===== src/rtl/dk_sound_pkg.sv =====
// dk_sound_pkg
//   Shared definitions for the discrete sound-effect audio path.
//   - SAMPLE_W / GAIN_W / GAIN_UNITY : sample and gain formats
//     (signed 16-bit samples, unsigned Q1.7 gains, 128 == unity).
//   - sample_t                      : signed audio sample type.
//   - mix_state_e                   : state encoding of the mixer FSM.
//   - sat16()                       : clip a wide signed value to 16 bits.
package dk_sound_pkg;

  localparam int SAMPLE_W   = 16;
  localparam int GAIN_W     = 8;
  localparam int GAIN_UNITY = 128;

  // Signed sample times unsigned gain: the gain is widened by one zero bit
  // so the multiply stays signed, giving a 25-bit product.
  localparam int PROD_W     = SAMPLE_W + GAIN_W + 1;

  // Widest value sat16 accepts.
  localparam int SAT_IN_W   = 48;

  typedef logic signed [SAMPLE_W-1:0] sample_t;
  typedef logic [GAIN_W-1:0]          gain_t;

  typedef enum logic [1:0] {
    ST_IDLE   = 2'd0,
    ST_ACCUM  = 2'd1,
    ST_FINISH = 2'd2
  } mix_state_e;

  function automatic sample_t sat16(input logic signed [SAT_IN_W-1:0] x);
    if (x > 48'sd32767) begin
      return 16'sh7fff;
    end else if (x < -48'sd32768) begin
      return 16'sh8000;
    end else begin
      return sample_t'(x[SAMPLE_W-1:0]);
    end
  endfunction

endpackage


===== src/rtl/signed_saturator.sv =====
// signed_saturator
//   Combinational arithmetic right shift (floor, toward -inf) followed by
//   clipping to a signed 16-bit sample.
//   Parameters:
//     IN_W  : width of the signed input (at most 48).
//     SHIFT : number of bits to shift right before clipping.
//   Ports:
//     din   in  IN_W, signed : wide value to scale and clip.
//     dout  out 16,   signed : clipped sample.
module signed_saturator
  import dk_sound_pkg::*;
#(
  parameter int IN_W  = 25,
  parameter int SHIFT = 7
) (
  input  logic signed [IN_W-1:0] din,
  output sample_t                dout
);

  logic signed [IN_W-1:0]     shifted;
  logic signed [SAT_IN_W-1:0] wide;

  // >>> on a signed operand replicates the sign bit, which is floor division.
  assign shifted = din >>> SHIFT;
  assign wide    = SAT_IN_W'(shifted);
  assign dout    = sat16(wide);

endmodule


===== src/rtl/dk_sound_mixer.sv =====
// dk_sound_mixer
//   Time-multiplexed saturating mixer for the discrete sound-effect voices.
//   On each audio_clk_en strobe the voice samples, gains and enables are
//   snapshotted, then one lane per clk is multiplied and accumulated through a
//   single shared MAC. The sum is scaled by 2^-(7+OUT_SHIFT), clipped to
//   16 bits and registered onto out.
//
//   Parameters:
//     NUM_VOICES : number of lanes, 1..16.
//     OUT_SHIFT  : extra right shift before saturation, 0..4.
//   Ports:
//     clk           in  1             : system clock.
//     reset_n       in  1             : asynchronous active-low reset.
//     audio_clk_en  in  1             : one-cycle sample strobe.
//     voices[]      in  16 signed     : voice samples.
//     gains[]       in  8 unsigned    : Q1.7 gains (128 == unity).
//     voice_enable  in  NUM_VOICES    : per-lane enable.
//     out           out 16 signed     : mixed sample, held between updates.
//     out_valid     out 1             : one-cycle pulse when out updates.
//     overrun       out 1             : sticky, strobe seen while mixing.
//     state_dbg     out 2             : current FSM state (mix_state_e).
//
//   Output handshake: out_valid is a push-only qualifier with no ready.
//   out is meaningful in the cycle out_valid is high and keeps that value
//   until the next pulse; a consumer that is not ready simply misses it.
//   Strobes are accepted only in IDLE; a strobe in ACCUM or FINISH is dropped
//   and latches overrun.
//
//   Timing: strobe sampled in cycle T, lane i accumulated in T+1+i, FINISH in
//   T+NUM_VOICES+1, out/out_valid visible in T+NUM_VOICES+2.
module dk_sound_mixer
  import dk_sound_pkg::*;
#(
  parameter int NUM_VOICES = 4,
  parameter int OUT_SHIFT  = 0
) (
  input  logic                  clk,
  input  logic                  reset_n,
  input  logic                  audio_clk_en,
  input  logic signed [15:0]    voices [NUM_VOICES],
  input  logic [7:0]            gains [NUM_VOICES],
  input  logic [NUM_VOICES-1:0] voice_enable,
  output logic signed [15:0]    out,
  output logic                  out_valid,
  output logic                  overrun,
  output logic [1:0]            state_dbg
);

  // Enough headroom that NUM_VOICES full-scale products can never overflow.
  localparam int ACC_W = PROD_W + $clog2(NUM_VOICES);
  localparam int IDX_W = (NUM_VOICES > 1) ? $clog2(NUM_VOICES) : 1;
  localparam logic [IDX_W-1:0] LAST_IDX = IDX_W'(NUM_VOICES - 1);

  // ---------------------------------------------------------------------
  // State and datapath registers
  // ---------------------------------------------------------------------
  mix_state_e state;
  mix_state_e state_nxt;

  sample_t                 hold_voices [NUM_VOICES];
  gain_t                   hold_gains  [NUM_VOICES];
  logic [NUM_VOICES-1:0]   hold_en;
  logic signed [ACC_W-1:0] acc;
  logic [IDX_W-1:0]        idx;

  // Control decoded from the state
  logic snap;
  logic acc_step;
  logic load_out;
  logic flag_overrun;

  // ---------------------------------------------------------------------
  // FSM: state register
  // ---------------------------------------------------------------------
  always_ff @(posedge clk or negedge reset_n) begin
    if (!reset_n) begin
      state <= ST_IDLE;
    end else begin
      state <= state_nxt;
    end
  end

  // ---------------------------------------------------------------------
  // FSM: next-state logic
  // ---------------------------------------------------------------------
  always_comb begin
    state_nxt = state;
    case (state)
      ST_IDLE: begin
        if (audio_clk_en) begin
          state_nxt = ST_ACCUM;
        end
      end
      ST_ACCUM: begin
        if (idx == LAST_IDX) begin
          state_nxt = ST_FINISH;
        end
      end
      ST_FINISH: begin
        state_nxt = ST_IDLE;
      end
      default: begin
        state_nxt = ST_IDLE;
      end
    endcase
  end

  // ---------------------------------------------------------------------
  // FSM: control outputs
  // ---------------------------------------------------------------------
  always_comb begin
    snap         = 1'b0;
    acc_step     = 1'b0;
    load_out     = 1'b0;
    flag_overrun = 1'b0;
    case (state)
      ST_IDLE: begin
        snap = audio_clk_en;
      end
      ST_ACCUM: begin
        acc_step     = 1'b1;
        flag_overrun = audio_clk_en;
      end
      ST_FINISH: begin
        load_out     = 1'b1;
        flag_overrun = audio_clk_en;
      end
      default: begin
        snap = 1'b0;
      end
    endcase
  end

  assign state_dbg = state;

  // ---------------------------------------------------------------------
  // Shared multiply-accumulate lane term
  // ---------------------------------------------------------------------
  logic signed [GAIN_W:0]   gain_s;
  logic signed [PROD_W-1:0] prod;
  logic signed [ACC_W-1:0]  lane_term;

  // Zero-extend the unsigned gain into a signed operand so the whole
  // multiply is signed; both operands are widened to the product width
  // with sign extension before multiplying.
  assign gain_s    = {1'b0, hold_gains[idx]};
  assign prod      = PROD_W'(hold_voices[idx]) * PROD_W'(gain_s);
  assign lane_term = hold_en[idx] ? ACC_W'(prod) : '0;

  always_ff @(posedge clk or negedge reset_n) begin
    if (!reset_n) begin
      for (int i = 0; i < NUM_VOICES; i++) begin
        hold_voices[i] <= '0;
        hold_gains[i]  <= '0;
      end
      hold_en <= '0;
      acc     <= '0;
      idx     <= '0;
    end else if (snap) begin
      for (int i = 0; i < NUM_VOICES; i++) begin
        hold_voices[i] <= voices[i];
        hold_gains[i]  <= gains[i];
      end
      hold_en <= voice_enable;
      acc     <= '0;
      idx     <= '0;
    end else if (acc_step) begin
      acc <= acc + lane_term;
      idx <= idx + 1'b1;
    end
  end

  // ---------------------------------------------------------------------
  // Scale, clip and register the result
  // ---------------------------------------------------------------------
  sample_t sat_out;

  signed_saturator #(
    .IN_W  (ACC_W),
    .SHIFT (7 + OUT_SHIFT)
  ) u_sat (
    .din  (acc),
    .dout (sat_out)
  );

  always_ff @(posedge clk or negedge reset_n) begin
    if (!reset_n) begin
      out       <= '0;
      out_valid <= 1'b0;
      overrun   <= 1'b0;
    end else begin
      out_valid <= load_out;
      if (load_out) begin
        out <= sat_out;
      end
      if (flag_overrun) begin
        overrun <= 1'b1;
      end
    end
  end

`ifndef SYNTHESIS
  // FINISH lasts a single cycle and is always followed by IDLE, so a valid
  // pulse can never be extended.
  a_valid_pulse : assert property (@(posedge clk) disable iff (!reset_n)
    out_valid |=> !out_valid);
`endif

endmodule


===== config.mk =====
export PLATFORM = sky130hd
export DESIGN_NAME = dk_sound_mixer
export DESIGN_NICKNAME = d
export VERILOG_FILES = /design/src/rtl/dk_sound_pkg.sv /design/src/rtl/signed_saturator.sv /design/src/rtl/dk_sound_mixer.sv
export SDC_FILE = /design/constraint.sdc
export NUM_CORES = 1
export LEC_CHECK = 0
export BUFFER_PORTS_ARGS = -buffer_cell sky130_fd_sc_hd__buf_2
export CAP_MARGIN = 20
export CORE_MARGIN = 3
export CORE_UTILIZATION = 60
export DETAILED_ROUTE_END_ITERATION = 10
export PLACE_DENSITY = 0.79
export SKIP_CTS_REPAIR_TIMING = 1
export SYNTH_ARGS = -nofsm -noshare
export SYNTH_HDL_FRONTEND = slang
export SYNTH_SLANG_ARGS = --single-unit
export TNS_END_PERCENT = 5

===== constraint.sdc =====
create_clock -name clk -period 21.3 [get_ports clk]
set_input_delay 1.065 -clock clk [delete_from_list [all_inputs] [get_ports clk]]
set_output_delay 1.065 -clock clk [all_outputs]
set_load 0.005 [all_outputs]

### Word level (Yosys, flattened, before mapping)

Cells that the tools add are included.

* register bits: 149
* latch bits: 0
* memory bits (writable): 0
* bits in read-only memories: 0
* bits of input ports: 103
* output and inout bits: 20
* memories: 0

* add/subtract/negate cells: 2
* multipliers: 1
* divide/modulo/power cells: 0
* magnitude comparators: 4
* eq/ne operators: 5
* shift-type cells: 0
* muxes and demuxes: 22
* bitwise operators: 1
* reductions and logical operators: 4

Operators by type and width (number)
* $mux 27: 3
* $mux 16: 4
* $bmux 16 s2: 1
* $add 27x27->27: 1
* $mul 16x9->25: 1
* $gt 20x16->1 const B: 1
* $lt 20x16->1 const B: 1
* $bmux 8 s2: 1
* $mux 8: 2
* $mux 2: 4
* $mux 1: 5
* $eq 2x2->1 const B: 2
* $ne 2x2->1 const B: 2
* $pmux 2 s2: 1
* $ge 3x3->1 const B: 1
* $lt 2x3->1 const B: 1
* $not 2->3: 1
* $add 2x1->2 const B: 1
* $bmux 1 s2: 1
* $eq 2x1->1 const B: 1
* $logic_not 2->1: 1
* $reduce_and 2->1: 1
* $reduce_bool 2->1: 1
* $reduce_or 2->1: 1

### Logic depth before layout (Yosys ltp)

Gate-level depths: netlist of the first run.

* depth in word-level cells: 9
* depth in mapped cells: 32
* mapped depth without buffers: 30

### Hierarchy

Synthesis of the first run repeated with hierarchy kept, for this count alone.

* cells, all modules: 1411
* area total of the unflattened synthesis: 12684.7 µm²

By module, submodules not included
* dk_sound_mixer: times used 1, cells each 1351, area an instance 12214.2 µm², sequential area each 3728.6 µm²
* signed_saturator: times used 1, cells each 60, area an instance 470.5 µm², sequential area each 0.0 µm²

### Worst setup path before layout of the first run

OpenSTA, ideal clock, no wires.

* kind: register to register
* from: register idx[0]
* to: register acc[25]
* arrival: 8232 ps
* data required time: 21204 ps
* path slack: 12972 ps
* cell stages (with the launch flop): 31
* path through: dfrtp_1 -> clkbuf_1 -> buf_1 -> mux4_2 -> clkbuf_1 -> nand2_1 -> fa_1 -> inv_1 -> fa_1 -> inv_1 -> fa_1 -> fa_1 -> inv_1 -> ha_1 -> o21a_1 -> a2111oi_0 -> o31ai_1 -> a21oi_1 -> nand2b_1 -> a21oi_1 -> xor2_1 -> nor2_1 -> ha_1 -> nand2_1 -> a211o_1 -> or4_1 -> o32a_1 -> a32oi_2 -> a21oi_1 -> a22o_1 -> o32ai_2

* longest elaborated chain between the ends: 9
* elaborated cells on any way between the ends: 14

RTL lines
* start: declaration: RTL line dk_sound_mixer.sv:64 `logic [IDX_W-1:0] idx;`
* start signal: assignment: RTL line dk_sound_mixer.sv:169 `idx <= idx + 1'b1;`
* $not 2->3 (not written as such): RTL line dk_sound_mixer.sv:146, dk_sound_mixer.sv:147
* $bmux 16 s2 or $bmux 8 s2 (tied branches): RTL line dk_sound_mixer.sv:147, dk_sound_mixer.sv:146
* $mux 16 (not written as such) or $mux 8 (tied branches) (2 in series): RTL line dk_sound_mixer.sv:147, dk_sound_mixer.sv:146
* $mul 16x9->25: RTL line dk_sound_mixer.sv:147 `assign prod = PROD_W'(hold_voices[idx]) * PROD_W'(gain_s);`
* $mux 27 (*): RTL line dk_sound_mixer.sv:148 `assign lane_term = hold_en[idx] ? ACC_W'(prod) : '0;`
* $add 27x27->27 (*): RTL line dk_sound_mixer.sv:168 `acc <= acc + lane_term;`
* $mux 27 (*): RTL line dk_sound_mixer.sv:167 `end else if (acc_step) begin`
* $mux 27 (*): RTL line dk_sound_mixer.sv:159 `end else if (snap) begin`
* end signal: assignment: RTL line dk_sound_mixer.sv:168
* end: declaration: RTL line dk_sound_mixer.sv:63 `logic signed [ACC_W-1:0] acc;`

Every way passes the cells marked *; elsewhere a longest branch is shown, timed or not. The select of a mux whose other input is x is not followed.
A chain may end at the register's enable or synchronous reset.

### Worst setup path after layout of the first run

Ends and elaborated chain as after synthesis.

==> results.toml, run 1 <==
[timing]
final.period_utilization = 0.417
max_slew.worst_pin.slew_ns = 0.997
finalSetupViolations = 0
finalHoldViolCount = 0
slew_headroom = 0.318
slew_violations = 0
tns_ns = 0
timing.final.ws_setup_ns = 12.42
rsz0062_at_grt = "no"
timing.fmax_ghz = 0.113
fin_crit_ns = 8.88
finClkSkew_ns = 0.0128

[yosys]
netlist_top_cells_area = "dfrtp_1, fa_1, nand2_1"
netlist_area_sq_um = 12400
yosys.cell_count.top_type = "nand2_1"
synth_top_cell_by_area = "dfrtp_1"
ys_seq_area_frac = 0.302
yosysUniqueCellTypes = 62
ys.warnings.count = 0
synth-main-ff-cell = "dfrtp_1"
async_flop_share = 1.00
synth_edf_count = 0
synth_top_area_share = 0.302
synthCells = 1399
synth_common_cells = "nand2_1, inv_1, dfrtp_1, fa_1, ha_1"
syn-num-nets = 1685
synth.avg_cell_area_sq_um = 8.83
yosys_register_bits = 149

[worst_setup_path]
required_ns = 21.64
cp_max_fo = 29
end_kind = "register"
critPathSlowestCell = "dfrtp_2"
crit_path_frequent_cell = "fa_1"
startpoint_type = "register"
path_delay_family = "compound AO/OA/AOI/OAI gates"
crit_buf_inv = 2
arrival_ns = 9.22
slowest_delay_ns = 0.98
critPathKind = "reg -> reg"

[die]
core_area_sq_um = 19800
chipWidth_microns = 150
fp-row-count = 51
io_pins = 123
die_y_microns = 150
die_area_sq_um = 22400
start_util = 0.623

[cts]
clock_path_buffers = 2
cts_tree = "built"
clockRootBuffer = "clkbuf_16"
cts-htree-levels = 4
cts.clk_slew.worst_paths_ns = 0.07
cts_buffers = 17
clk-insertion-delay-late_ns = 0.43
clock-sinks = 149

[drt]
drt_pre_antenna_iters = 5
drtIter0Drc = 715
ant_nets = 0
post-route-drc-count = 0
routed_via_density = 5.54
finalWirelength_microns = 27400
num_vias = 9839
wl_per_cell_microns = 15.4

[placement]
hpwl_microns = 20800
place_congestion = 0.913
port_buffers = 122
pre_cts_ws_ns = 12.53
postPlaceCellArea_sq_um = 13200

[final_layout]
fillers = 1525
drive_gt1_frac = 0.136
final_cell_area_sq_um = 13800
n_antenna_cell = 0
final_nets = 1784
final_util = 0.696
areaGrowthSynthToFinish_pct = 11.7

[grt]
grt_max_degree = 104
grt_pass1_wl_microns = 46300
antenna_found_initial = 0
grt_use_total = 0.256
grt_pass1_vias = 9991
overflow = 0

[hold_path]
hold_path.class = "reg -> reg"

[flow_run]
max-cap-violations = 0

[status]
status = "complete, no violations"
path summary, 6_finish.rpt:
check                      cells past startpoint  slack [ns]     from              end
setup / recovery                              26       12.42   idx[0]          acc[25]
hold / removal                                 1        0.46  overrun          overrun
setup reg to reg                              26       12.42   idx[0]          acc[25]
hold reg to reg                                1        0.46  overrun          overrun
max in group asynchronous                      2       19.30  reset_n  hold_voices[50]
min in group asynchronous                      1        0.67  reset_n     state_dbg[0]
placed cells by master, fill, tap and decap left out, types with 10 or more instances in the layout:
cell,instances
buf_2,121
xor2_1,16
o21ai_0,18
a21oi_1,40
mux2i_1,23
fa_1,103
and2_1,69
nand2_1,394
dfrtp_1,148
ha_1,80
xnor2_1,24
nor2_1,78
o22ai_1,16
o21a_1,10
mux4_2,24
clkbuf_16,17
a21o_1,14
inv_1,189
logic make-up after synthesis:
| family | synth area share |
|---|---|
| adders and majority gates | 0.248 |
| muxes | 0.0642 |
| and+or+nand+nor | 0.202 |
| DFF | 0.302 |
| AOI/OAI and AO/OA | 0.0834 |
| buffers and inverters | 0.0726 |
| xor gates and xnor gates | 0.0283 |
layout make-up:
cell class	instances	area [sq um]	area share
tap	265	332	0.0240
sequential	149	3730	0.270
clock inverter	15	194	0.0140
clock buffer	17	425	0.0308
multi-input combinational	1011	7740	0.561
timing repair buffer	129	669	0.0485
inverter	190	713	0.0517
per-stage QoR:
stage,hold slack [ns],std cells
floorplan,0.440,1399
global placement,0.439,1743
detailed placement,0.442,1743
CTS,0.467,1775
global route,0.486,1776
finish,0.459,1776
per-layer routing:
| layer | share of wire | up-vias | global-route usage |
|---|---|---|---|
| met5 | 0 | - | 0 |
| met3 | 0.048 | 69 | 0.0412 |
| met2 | 0.51 | 330 | 0.425 |
| met4 | 0.032 | 0 | 0.108 |
| met1 | 0.41 | 4799 | 0.339 |
| li1 | - | 4641 | - |
state kept, by name, indices dropped and copies added (netlist names):
signal / count
hold_voices: 64
hold_gains: 32
acc: 27
out: 16
hold_en: 4
idx: 2
state_dbg: 2
out_valid: 1
overrun: 1
Power of run 1 is left out: the tool's default activity adds up to more than one toggle a clock period on the data nets, which glitch-free logic cannot reach.
==> inputs of run 2 (changes only) <==
--- a/config.mk
+++ b/config.mk
@@ -5,6 +5,7 @@
 export SDC_FILE = /design/constraint.sdc
 export NUM_CORES = 1
 export LEC_CHECK = 0
+export ABC_AREA = 1
 export BUFFER_PORTS_ARGS = -buffer_cell sky130_fd_sc_hd__buf_2
 export CAP_MARGIN = 20
 export CORE_MARGIN = 3
==> constraint.sdc (replaced) <==
create_clock -name clk -period 9.1 [get_ports clk]
set_input_delay 0.455 -clock clk [delete_from_list [all_inputs] [get_ports clk]]
set_output_delay 0.455 -clock clk [all_outputs]
set_load 0.005 [all_outputs]
==> results.toml, run 2 <==
[grt]
grt_max_degree = 102
grt_use_total = 0.291
overflow = 0
antenna_found_initial = 0
grt_pass1_wl_microns = 52300
grt_pass1_vias = 11100

[yosys]
yosys_register_bits = 149
synth.avg_cell_area_sq_um = 7.55
synthCells = 1655
synth_common_cells = "nand2_1, inv_1, dfrtp_1, nor2_1, fa_1"
netlist_area_sq_um = 12500
yosys.cell_count.top_type = "nand2_1"
ys.warnings.count = 0
ys_seq_area_frac = 0.298
async_flop_share = 1.00
syn-num-nets = 1941
yosysUniqueCellTypes = 47
synth_top_area_share = 0.298
synth_edf_count = 0
netlist_top_cells_area = "dfrtp_1, nand2_1, fa_1"
synth_top_cell_by_area = "dfrtp_1"
synth-main-ff-cell = "dfrtp_1"

[drt]
wl_per_cell_microns = 15.3
post-route-drc-count = 0
num_vias = 11100
routed_via_density = 5.43
drt_pre_antenna_iters = 6
finalWirelength_microns = 31200
drtIter0Drc = 943
ant_nets = 0

[worst_setup_path]
arrival_ns = 8.35
crit_path_frequent_cell = "nand2_1"
critPathKind = "reg -> reg"
slowest_delay_ns = 0.80
ff2ff_path_depth = 30
regToRegSetupSlack_ns = 1.06
r2r_start = "idx[0]"
required_ns = 9.41
startpoint_type = "register"
setup.worst_path.start = "idx[0]"
end_kind = "register"
cp_max_fo = 53
rr_endpoint = "acc[25]"
critPathSlowestCell = "a32oi_1"

[timing]
slew_headroom = 0.356
finClkSkew_ns = 0.0131
finalHoldViolCount = 0
slew_violations = 0
final.period_utilization = 0.883
finalSetupViolations = 0
tns_ns = 0
timing.fmax_ghz = 0.124
fin_crit_ns = 8.04
max_slew.worst_pin.slew_ns = 0.965
timing.final.ws_setup_ns = 1.06
rsz0062_at_grt = "no"

[cts]
clock-sinks = 149
clock_path_buffers = 2
cts_buffers = 17
cts-htree-levels = 4
clk-insertion-delay-late_ns = 0.44
clockRootBuffer = "clkbuf_16"
cts.clk_slew.worst_paths_ns = 0.07
cts_tree = "built"

[final_layout]
areaGrowthSynthToFinish_pct = 11.8
largestRegisters = "hold_voices: 64 flops, hold_gains: 32 flops, acc: 27 flops"
final_cell_mix = "nand2_1, inv_1, dfrtp_1, nor2_1, buf_2"
drive_gt1_frac = 0.116
final_nets = 2044
final_common_cell = "nand2_1"
n_antenna_cell = 0
regMostFlops = "hold_voices"
largest_register_ffs = 64

[die]
io_pins = 123
die_area_sq_um = 22600
fp-row-count = 52
core_area_sq_um = 20400
chipWidth_microns = 150
start_util = 0.613
die_y_microns = 150

[hold_path]
hold_path.class = "in -> async"

[flow_run]
max-cap-violations = 0

[placement]
hpwl_microns = 23700
pre_cts_ws_ns = 1.32
place_congestion = 0.942
port_buffers = 122

[status]
status = "complete, no violations"
==> run 2: final cells by class <==
class,instances,area [sq um]
repair buffers,135,714
multi-input cells,1183,7540
fillers,1710,6400
clock buffers,17,425
inverters,272,1020
well taps,270,338
flip-flops and latches,149,3730
clock inverters,15,201
==> run 2: worst max-delay path by stage <==
stage	depth (start not counted)	endpoint	slack [ns]
after detailed placement	35	acc[26]	1.32
after floorplan	38	acc[26]	2.72
after global routing	30	acc[25]	0.55
final	30	acc[25]	1.06
after CTS	30	acc[25]	1.19
after global placement	35	acc[26]	1.45
==> run 2: critical path: cells and delay by family (launching register included) <==
family / cells / cell delay [ns]
compound gates: 8 / 1.77
fa+ha+maj: 6 / 2.90
buf+inv: 4 / 0.87
flops: 1 / 0.64
simple gates: 12 / 1.67
==> run 2: through the flow <==
step	area [sq um]	hold WS, ns	std cells	util
after CTS	14000	0.0532	2040	0.685
after global routing	14000	0.0891	2041	0.686
after global placement	13300	0.436	2008	0.655
after floorplan	12500	0.159	1655	-
after detailed placement	13300	0.452	2008	0.655
final	14000	0.0198	2041	0.686
==> run 2: cells by family (layout without fill, tap and decap cells) <==
kind of cell | after synthesis | count (layout) | share of synthesized area
flops | 149 | 149 | 0.298
buf+inv | 323 | 439 | 0.0984
simple gates | 763 | 763 | 0.240
xor+xnor | 11 | 11 | 0.00771
compound gates | 225 | 225 | 0.109
fa+ha+maj | 183 | 183 | 0.245
mux | 1 | 1 | 0.000901
==> run 2: routing by layer <==
metal | part of all wire | wire length [microns] | track usage | up-vias
li1 | - | - | - | 5344
met1 | 0.43 | 13400 | 0.393 | 5244
met2 | 0.47 | 14800 | 0.477 | 411
met3 | 0.070 | 2180 | 0.0533 | 75
met4 | 0.026 | 807 | 0.0965 | 0
met5 | 0 | 0 | 0 | -
Power of run 2 is left out for the same reason.
==> inputs of run 3 (changes only) <==
--- a/config.mk
+++ b/config.mk
@@ -11,7 +11,7 @@
 export CORE_MARGIN = 3
 export CORE_UTILIZATION = 60
 export DETAILED_ROUTE_END_ITERATION = 10
-export PLACE_DENSITY = 0.79
+export PLACE_DENSITY_LB_ADDON = 0.3
 export SKIP_CTS_REPAIR_TIMING = 1
 export SYNTH_ARGS = -nofsm -noshare
 export SYNTH_HDL_FRONTEND = slang
==> results.toml, run 3 (same netlist as run 2, synthesis figures left out) <==
[cts]
cts.clk_slew.worst_paths_ns = 0.07
clockRootBuffer = "clkbuf_16"
cts_tree = "built"
clk-insertion-delay-late_ns = 0.44
cts-htree-levels = 4
cts_buffers = 17
clock-sinks = 149
clock_path_buffers = 2

[timing]
timing.fmax_ghz = 0.128
fin_crit_ns = 7.84
final.period_utilization = 0.862
slew_headroom = 0.356
finalHoldViolCount = 0
max_slew.worst_pin.slew_ns = 0.967
tns_ns = 0
finClkSkew_ns = 0.0122
slew_violations = 0
rsz0062_at_grt = "no"
finalSetupViolations = 0

[drt]
post-route-drc-count = 0
wl_per_cell_microns = 15.4
num_vias = 11100
wl_met1_microns = 13600
routed_via_density = 5.42
wl_met2_microns = 14800
topRoutingLayerUsed = "met4"
ant_nets = 0
wl_met3_microns = 2080
finalWirelength_microns = 31500
drt_pre_antenna_iters = 7
drtIter0Drc = 739

[grt]
antenna_found_initial = 1
grt_use_total = 0.294
grt_max_degree = 103
overflow = 0
grt_pass1_vias = 11200
grt_pass1_wl_microns = 53000

[final_layout]
drive_gt1_frac = 0.117
largest_register_ffs = 64
regMostFlops = "hold_voices"
final_cell_mix = "nand2_1, inv_1, dfrtp_1, nor2_1, buf_2"
largestRegisters = "hold_voices: 64 flops, hold_gains: 32 flops, acc: 27 flops"
areaGrowthSynthToFinish_pct = 11.8
final_common_cell = "nand2_1"
n_antenna_cell = 0
final_nets = 2044

[die]
die_y_microns = 150
chipWidth_microns = 150
io_pins = 123
fp-row-count = 52
start_util = 0.613
core_area_sq_um = 20400
die_area_sq_um = 22600

[placement]
hpwl_microns = 23800
place_congestion = 0.950
port_buffers = 122

[worst_setup_path]
arrival_ns = 8.17
slowest_delay_ns = 0.77
crit_buf_inv = 5
critPathKind = "reg -> reg"
critPathSlowestCell = "a32oi_1"
crit_path_frequent_cell = "nand2_1"
cp_max_fo = 53
path_delay_family = "adder cells"
required_ns = 9.43
startpoint_type = "register"
end_kind = "register"
setup.worst_path.start = "idx[0]"
r2r_start = "idx[0]"

[flow_run]
max-cap-violations = 0

[hold_path]
hold_path.class = "in -> async"

[status]
status = "complete, no violations"
[run 3: changes by cell type in the layout (fill, tap and decap cells not counted)]
cell | previous run | this run
clkinv_4 | 2 | 1
clkinv_8 | 7 | 6
inv_6 | 1 | 2
inv_8 | 4 | 5
nor2_1 | 129 | 128
nor2_2 | 0 | 1
[run 3: worst paths after layout]
path,end,slack (ns),cells past startpoint
setup / recovery,acc[26],1.26,35
hold / removal,acc[20],0.03,1
setup reg to reg,acc[26],1.26,35
hold reg to reg,overrun,0.47,1
max in group asynchronous,hold_voices[39],7.64,2
min in group clk,hold_voices[26],0.20,3
[run 3: area by class of cell]
class / instances / area, sq um
multi-input cells: 1183 / 7540
fillers: 1703 / 6400
flip-flops and latches: 149 / 3730
inverters: 272 / 1020
repair buffers: 135 / 714
clock buffers: 17 / 425
well taps: 270 / 338
clock inverters: 15 / 196
[run 3: per-stage QoR]
stage / std cells / utilization / hold WS (ns) / setup slack, ns / area (sq um)
floorplan: 1655 / - / 0.159 / 2.72 / 12500
global placement: 2008 / 0.655 / 0.436 / 1.64 / 13300
detailed placement: 2008 / 0.655 / 0.446 / 1.46 / 13300
CTS: 2040 / 0.685 / 0.0513 / 1.38 / 14000
global route: 2041 / 0.686 / 0.0655 / 0.827 / 14000
finish: 2041 / 0.686 / 0.0269 / 1.26 / 14000
[run 3: worst register-to-register path, delay by kind of cell, from the launching register on]
kind	cells	cell delay [ns]
compound gates	7	1.76
flops	1	0.39
fa+ha+maj	6	2.78
buf+inv	5	0.83
simple gates	17	1.97
[run 3: metal layers]
metal  vias to the layer above  global-route usage
met3                        76              0.0461
met5                         -                   0
met4                         0               0.106
li1                       5342                   -
met2                       412               0.475
met1                      5238               0.405
Power of run 3 is left out for the same reason.
